--- config.mk ---
export PLATFORM = sky130hd
export DESIGN_NAME = sal_rd_return
export DESIGN_NICKNAME = d
export VERILOG_FILES = /design/src/rtl/sal_ddr2_pkg.sv /design/src/rtl/sal_sync_fifo.sv /design/src/rtl/sal_rd_return.sv
export SDC_FILE = /design/constraint.sdc
export NUM_CORES = 2
export LEC_CHECK = 0
export BUFFER_PORTS_ARGS = -buffer_cell sky130_fd_sc_hd__buf_2
export CAP_MARGIN = 25
export CORE_AREA = 2 2 492 494
export CTS_BUF_LIST = sky130_fd_sc_hd__clkbuf_4
export CTS_CLUSTER_SIZE = 14
export DETAILED_ROUTE_END_ITERATION = 10
export DIE_AREA = 0 0 494 496
export PLACE_DENSITY = 0.61
export SLEW_MARGIN = 20
export SYNTH_ARGS = -nofsm -noshare
export SYNTH_HDL_FRONTEND = slang
export SYNTH_HIERARCHICAL = 1
export SYNTH_SLANG_ARGS = --single-unit
--- constraint.sdc ---
create_clock -name clk -period 12.7 [get_ports clk]
set_clock_uncertainty 0.2 [all_clocks]
set_input_delay 1.27 -clock clk [delete_from_list [all_inputs] [get_ports clk]]
set_output_delay 1.27 -clock clk [all_outputs]
set_load 0.02 [all_outputs]
--- src/rtl/sal_ddr2_pkg.sv ---
// Shared DDR2 controller types: AXI ID/length, read tag record, AXI response codes.
package sal_ddr2_pkg;

  localparam int unsigned AXI_ID_W  = 4;
  localparam int unsigned AXI_LEN_W = 4;

  typedef logic [AXI_ID_W-1:0]  axi_id_t;
  typedef logic [AXI_LEN_W-1:0] axi_len_t;

  typedef struct packed {
    axi_id_t  id;
    axi_len_t len;
  } rd_tag_t;

  localparam logic [1:0] RESP_OKAY   = 2'b00;
  localparam logic [1:0] RESP_SLVERR = 2'b10;

endpackage

--- src/rtl/sal_sync_fifo.sv ---
// Synchronous FIFO: flop-based storage, head entry presented on rd_data,
// full/empty/count status. Push while full is accepted only with a same-cycle pop.
module sal_sync_fifo #(
  parameter int unsigned WIDTH = 8,
  parameter int unsigned DEPTH = 8
) (
  input  logic                     clk,
  input  logic                     rst,
  input  logic                     push,
  input  logic [WIDTH-1:0]         wr_data,
  input  logic                     pop,
  output logic [WIDTH-1:0]         rd_data,
  output logic                     full,
  output logic                     empty,
  output logic [$clog2(DEPTH):0]   count
);

  localparam int unsigned AW = $clog2(DEPTH);
  localparam logic [AW:0] FULL_CNT = (AW+1)'(DEPTH);

  logic [WIDTH-1:0] mem_q [DEPTH];
  logic [AW-1:0]    wr_ptr_q, wr_ptr_d;
  logic [AW-1:0]    rd_ptr_q, rd_ptr_d;
  logic [AW:0]      count_q, count_d;
  logic             do_push, do_pop;

  assign full    = (count_q == FULL_CNT);
  assign empty   = (count_q == '0);
  assign count   = count_q;
  assign rd_data = mem_q[rd_ptr_q];

  // Qualify push/pop against occupancy and advance pointers/count.
  always_comb begin
    do_pop   = pop && !empty;
    do_push  = push && (!full || do_pop);
    wr_ptr_d = wr_ptr_q;
    rd_ptr_d = rd_ptr_q;
    count_d  = count_q;
    if (do_push) wr_ptr_d = wr_ptr_q + AW'(1);
    if (do_pop)  rd_ptr_d = rd_ptr_q + AW'(1);
    case ({do_push, do_pop})
      2'b10:   count_d = count_q + (AW+1)'(1);
      2'b01:   count_d = count_q - (AW+1)'(1);
      default: count_d = count_q;
    endcase
  end

  // Pointer and occupancy registers.
  always_ff @(posedge clk) begin
    if (rst) begin
      wr_ptr_q <= '0;
      rd_ptr_q <= '0;
      count_q  <= '0;
    end else begin
      wr_ptr_q <= wr_ptr_d;
      rd_ptr_q <= rd_ptr_d;
      count_q  <= count_d;
    end
  end

  // Storage write; contents need no reset because empty gates every read.
  always_ff @(posedge clk) begin
    if (do_push) mem_q[wr_ptr_q] <= wr_data;
  end

endmodule

--- src/rtl/sal_rd_return.sv ---
// DDR2 read-data return stage: buffers DFI read beats, tags bursts with the
// AXI ID/len recorded at READ issue, and drives the AXI R channel.
// Optional feature macro: SAL_RD_PARITY_EN (per-byte even parity -> SLVERR).
module sal_rd_return
  import sal_ddr2_pkg::*;
#(
  parameter int unsigned DATA_W     = 64,
  parameter int unsigned ID_W       = 4,
  parameter int unsigned LEN_W      = 4,
  parameter int unsigned TAG_DEPTH  = 8,
  parameter int unsigned DATA_DEPTH = 32
) (
  input  logic                clk,
  input  logic                rst,
  input  logic                rd_issue_valid,
  output logic                rd_issue_ready,
  input  logic [ID_W-1:0]     rd_issue_id,
  input  logic [LEN_W-1:0]    rd_issue_len,
  input  logic                dfi_rddata_valid,
  input  logic [DATA_W-1:0]   dfi_rddata,
  input  logic [DATA_W/8-1:0] dfi_rddata_par,
  output logic                rvalid,
  input  logic                rready,
  output logic [ID_W-1:0]     rid,
  output logic [DATA_W-1:0]   rdata,
  output logic [1:0]          rresp,
  output logic                rlast,
  output logic                err_overflow,
  output logic                err_orphan
);

  localparam int unsigned TAG_W = ID_W + LEN_W;
  localparam int unsigned CW    = $clog2(DATA_DEPTH) + 1;
  localparam int unsigned SW    = CW + 1;
`ifdef SAL_RD_PARITY_EN
  localparam int unsigned DF_W  = DATA_W + 1;
`else
  localparam int unsigned DF_W  = DATA_W;
`endif

  logic [TAG_W-1:0]             tag_wr, tag_rd;
  logic                         tag_push, tag_pop, tag_full, tag_empty;
  logic [$clog2(TAG_DEPTH):0]   tag_count;
  logic [DF_W-1:0]              data_wr, data_rd;
  logic                         data_push, data_pop, data_full, data_empty;
  logic [$clog2(DATA_DEPTH):0]  data_count;
  logic                         unused_cnt;

  logic [ID_W-1:0]  head_id;
  logic [LEN_W-1:0] head_len;
  logic             head_last, hs;
  logic [CW-1:0]    len_beats;

  logic [CW-1:0]    credits_q, credits_d;
  logic [LEN_W-1:0] beat_cnt_q, beat_cnt_d;
  logic             err_overflow_q, err_overflow_d;
  logic             err_orphan_q, err_orphan_d;
  logic [SW-1:0]    credit_sum;

  assign unused_cnt = ^{tag_count, data_count};

  sal_sync_fifo #(
    .WIDTH (TAG_W),
    .DEPTH (TAG_DEPTH)
  ) u_tag_fifo (
    .clk     (clk),
    .rst     (rst),
    .push    (tag_push),
    .wr_data (tag_wr),
    .pop     (tag_pop),
    .rd_data (tag_rd),
    .full    (tag_full),
    .empty   (tag_empty),
    .count   (tag_count)
  );

  sal_sync_fifo #(
    .WIDTH (DF_W),
    .DEPTH (DATA_DEPTH)
  ) u_data_fifo (
    .clk     (clk),
    .rst     (rst),
    .push    (data_push),
    .wr_data (data_wr),
    .pop     (data_pop),
    .rd_data (data_rd),
    .full    (data_full),
    .empty   (data_empty),
    .count   (data_count)
  );

`ifdef SAL_RD_PARITY_EN
  logic beat_perr;

  // Per-byte even parity check of the incoming DFI beat.
  always_comb begin
    beat_perr = 1'b0;
    for (int unsigned b = 0; b < DATA_W/8; b++) begin
      if ((^dfi_rddata[b*8 +: 8]) != dfi_rddata_par[b]) beat_perr = 1'b1;
    end
    data_wr = {beat_perr, dfi_rddata};
  end
`else
  logic unused_par;
  assign unused_par = ^dfi_rddata_par;

  // Data FIFO carries the raw beat only.
  always_comb begin
    data_wr = dfi_rddata;
  end
`endif

  // Issue gating, R channel outputs and FIFO control.
  always_comb begin
    tag_wr         = {rd_issue_id, rd_issue_len};
    head_id        = tag_rd[TAG_W-1:LEN_W];
    head_len       = tag_rd[LEN_W-1:0];
    len_beats      = CW'(rd_issue_len) + CW'(1);
    rd_issue_ready = !tag_full && (credits_q >= len_beats);
    tag_push       = rd_issue_valid && rd_issue_ready;

    rvalid    = !data_empty && !tag_empty;
    head_last = (beat_cnt_q == head_len);
    hs        = rvalid && rready;
    tag_pop   = hs && head_last;
    data_pop  = hs;

    rid   = rvalid ? head_id : '0;
    rdata = rvalid ? data_rd[DATA_W-1:0] : '0;
    rlast = rvalid && head_last;
    rresp = RESP_OKAY;
`ifdef SAL_RD_PARITY_EN
    if (rvalid && data_rd[DATA_W]) rresp = RESP_SLVERR;
`endif

    // Beats with no burst to belong to are dropped; a full FIFO accepts only
    // when the same edge frees a slot.
    data_push = dfi_rddata_valid && !tag_empty && (!data_full || hs);
  end

  // Next state for credits, beat counter and sticky error flags.
  always_comb begin
    credit_sum = {1'b0, credits_q} + SW'(hs);
    if (tag_push) credit_sum = credit_sum - {1'b0, len_beats};
    if (credit_sum > SW'(DATA_DEPTH)) credit_sum = SW'(DATA_DEPTH);
    credits_d = credit_sum[CW-1:0];

    beat_cnt_d = beat_cnt_q;
    if (hs) beat_cnt_d = head_last ? '0 : beat_cnt_q + LEN_W'(1);

    err_orphan_d   = err_orphan_q || (dfi_rddata_valid && tag_empty);
    err_overflow_d = err_overflow_q ||
                     (dfi_rddata_valid && !tag_empty && data_full && !hs);
  end

  // State registers.
  always_ff @(posedge clk) begin
    if (rst) begin
      credits_q      <= CW'(DATA_DEPTH);
      beat_cnt_q     <= '0;
      err_orphan_q   <= 1'b0;
      err_overflow_q <= 1'b0;
    end else begin
      credits_q      <= credits_d;
      beat_cnt_q     <= beat_cnt_d;
      err_orphan_q   <= err_orphan_d;
      err_overflow_q <= err_overflow_d;
    end
  end

  assign err_orphan   = err_orphan_q;
  assign err_overflow = err_overflow_q;

endmodule

==> summary.txt <==
STA
  – Setup TNS: 0 ns
  – FMAX: around 140 MHz
  – Final Max Slew Viols: 0
  – Fin crit share: approximately 57%
  – Minimum clock period: 7.29 ns
  – Slew @ Worst Pin: roughly 1.1 ns
  – Worst rel slew slack: roughly 27%
  – # setup viols final: 0
  – Final Hold Fails: 0
  – RSZ-0062 raised after global routing: no
  – Fin worst setup slack: approximately 5.4 ns

Die
  – Die Ht: 496 um
  – Initial Util: between 30% and 40%
  – Core area: 0.240 sq mm
  – # IOs: between 150 and 200
  – Die area: approximately 0.25 sq mm
  – Row count: between 150 and 200
  – Width of the die: 494 um

Layout
  – Nets: between 4,000 and 5,000
  – Area delta synth->final: 14.0%
  – Ratio of cells with drive above 1 in the final layout: about 40%
  – Most frequent cells in the layout: edfxtp_1 (2,112), clkbuf_4 (773), mux4_2 (580)
  – # fillers: around 21,000
  – Commonest non-fill, non-tap cell in the layout: edfxtp_1

Logic synthesis
  – Synth async-reset ratio: 0%
  – Warnings from Yosys: 6
  – Mapped Cells: 3,589
  – Cell variety after synth: 76
  – Post-synth EDFFs: 2,112
  – Post-synth top flop: edfxtp_1
  – Synth Cell Area: ~0.084 sq mm
  – Register area share after synthesis: 76.9%
  – Post-synthesis register bit count: between 2,000 and 2,500
  – Average instance area after synthesis: approximately 23 sq um

Power and ir drop
  – Clock share of power: between 30% and 40%
  – PwrDens: about 160 mW/mm^2
  – Internal power: 11.4 mW
  – Worst vdd ir: 0.102 mV
  – Total Power: between 10 and 15 mW
  – Switch Pwr: approximately 3.5 mW
  – Seq pwr share: 53.8%
  – Switching Fraction: between 20% and 30%
  – Comb pwr share: between 8 and 9%
  – LEAKAGE: between 20 and 30 nW

Global routing
  – Largest net degree at the start of global routing: 141
  – Vias in the first global route: approximately 42,000
  – Antenna violations before repair: 48
  – First-pass GRT wire length: about 290,000 um
  – Global-route usage over all layers: 16.5%
  – Gr ovfl total: 0

Clocking
  – Clock tree buffer depth: 4
  – CTS tree: done
  – Sink Count: about 2,200
  – Cell chosen for the clock root: clkbuf_4
  – Skew-Pair Late Insertion Delay: between 1 and 1.5 ns
  – Total CTS buffers: 563
  – Clock transition at the registers of the reported paths: 0.07 ns
  – H-tree depth: 6

Drt
  – Drt via density: approximately 5.2
  – Pre-Repair DR Iteration Count: 7
  – Avg WL per Cell: 26.2 um
  – First DRT Iteration DRCs: around 3,200
  – Routed WL: 204,000 um
  – Residual DRC: 0
  – DRT antenna net count: 0
  – Total number of vias: 40,700

Place
  – Routability congestion estimate: about 0.73
  – Pre-CTS WS: around 6 ns
  – PortBufs: 149
  – Detailed placement HPWL: around 100,000 um

Critical path
  – Required @ worst endpoint: around 11 ns
  – Crit path capture type: output pin
  – CP Max Fanout: 44
  – Worst reg-to-reg setup slack: ~5.9 ns
  – Crit path launch type: register
  – Worst Path Arrival: between 5 and 6 ns
  – Crit Path Category: register to output pin

Run
  – Max Cap Violations: 0

Status
  – Outcome: completed

Worst hold path
  – Hold WC Path Type: primary input to register
-- per-layer routing --
layer | GRT usage [%] | wire length [um]
met3 | 3.52 | 13400
met2 | 28.1 | 103000
met1 | 21.2 | 82400
met5 | 0 | 126
met4 | 5.16 | 4160
-- flip-flops by register name (all words and copies together), names as in the netlist, 4 cells and up, named ones only --
register,cells
u_data_fifo/rd_ptr_q,5
u_data_fifo/mem_q,2048
credits_q,6
u_data_fifo/wr_ptr_q,5
u_tag_fifo/count,4
beat_cnt_q,4
u_data_fifo/count,6
u_tag_fifo/mem_q,64
-- worst paths after layout --
path,end,start,cells past startpoint
hold reg to reg,err_overflow$_SDFF_PP0_,err_overflow$_SDFF_PP0_,2
hold / removal,u_data_fifo/mem_q[3][26]$_DFFE_PP_,dfi_rddata[26],1
setup reg to reg,u_data_fifo/mem_q[31][35]$_DFFE_PP_,u_tag_fifo/count[0]$_SDFFE_PP0P_,10
setup / recovery,rdata[45],register,7
-- cell usage after synthesis, types with 12 or more instances --
| library cell | number | area share, % |
|---|---|---|
| inv_1 | 20 | 0.090 |
| buf_2 | 48 | 0.29 |
| xnor2_1 | 15 | 0.16 |
| a21oi_1 | 17 | 0.10 |
| mux2_2 | 106 | 1.4 |
| nor2_1 | 79 | 0.35 |
| nand2_1 | 25 | 0.11 |
| dfxtp_1 | 46 | 1.1 |
| o22ai_1 | 35 | 0.26 |
| a221o_1 | 33 | 0.39 |
| edfxtp_1 | 2112 | 76 |
| and2_1 | 74 | 0.55 |
| mux4_2 | 580 | 16 |
| mux2i_1 | 70 | 0.84 |
| ha_1 | 26 | 0.39 |
| xor2_1 | 15 | 0.16 |
| buf_1 | 33 | 0.15 |
| nand3_1 | 13 | 0.078 |
| buf_4 | 20 | 0.18 |
| nor3_1 | 12 | 0.072 |
| clkbuf_1 | 82 | 0.37 |
-- cell type report --
class	instances	area [sq um]	area share, %
sequential	2158	64400	67.5
multi-input combinational	1221	18600	19.5
clock buffer	773	5800	6.09
tap	3185	3990	4.18
timing repair buffer	259	1720	1.80
clock inverter	139	752	0.789
inverter	21	83.8	0.0879
antenna	15	37.5	0.0394
-- repair_timing --
item	CTS	global route
gates resized for setup	0	0
setup buffers	0	0
hold buffers	12	0
endpoints found under the hold margin	72	0
-- per-stage QoR --
stage          std cells  hold slack [ns]  utilization (%)  cell area (sq um)
2_1_floorplan       3590            0.272                -              83700
3_3_place_gp        6827            0.277             37.0              88500
3_5_place_dp        6832            0.263             37.0              88700
4_1_cts             7756          0.00104             39.8              95300
5_1_grt             7764           0.0987             39.8              95300
6_report            7771            0.183             39.8              95400
-- power groups by stage --
stage               Clock, mW  Sequential [mW]  Combinational [mW]
global placement            0             8.17                1.27
finish                   5.64             8.02                1.25
global route             6.17             8.03                1.37
detailed placement          0             8.17                1.28
floorplan                   0             8.16               0.806
CTS                      5.83             8.02                1.29
-- cell families after synthesis --
group           synth area share, %
mux                            18.2
fa+ha+maj                     0.472
flops                          76.9
compound gates                 1.30
xor+xnor                      0.333
buf+inv                        1.18
simple gates                   1.63
other cells                 0.00448
-- worst max-delay path, cell delays in order (launching register included) --
cell and delay, ns:
dfxtp_4 0.93, buf_4 0.75, buf_4 0.85, mux4_2 0.61, mux4_2 0.49, mux2_2 0.27
and2_1 0.23, buf_2 0.21
No activity file was read; power rests on OpenSTA's default activity.
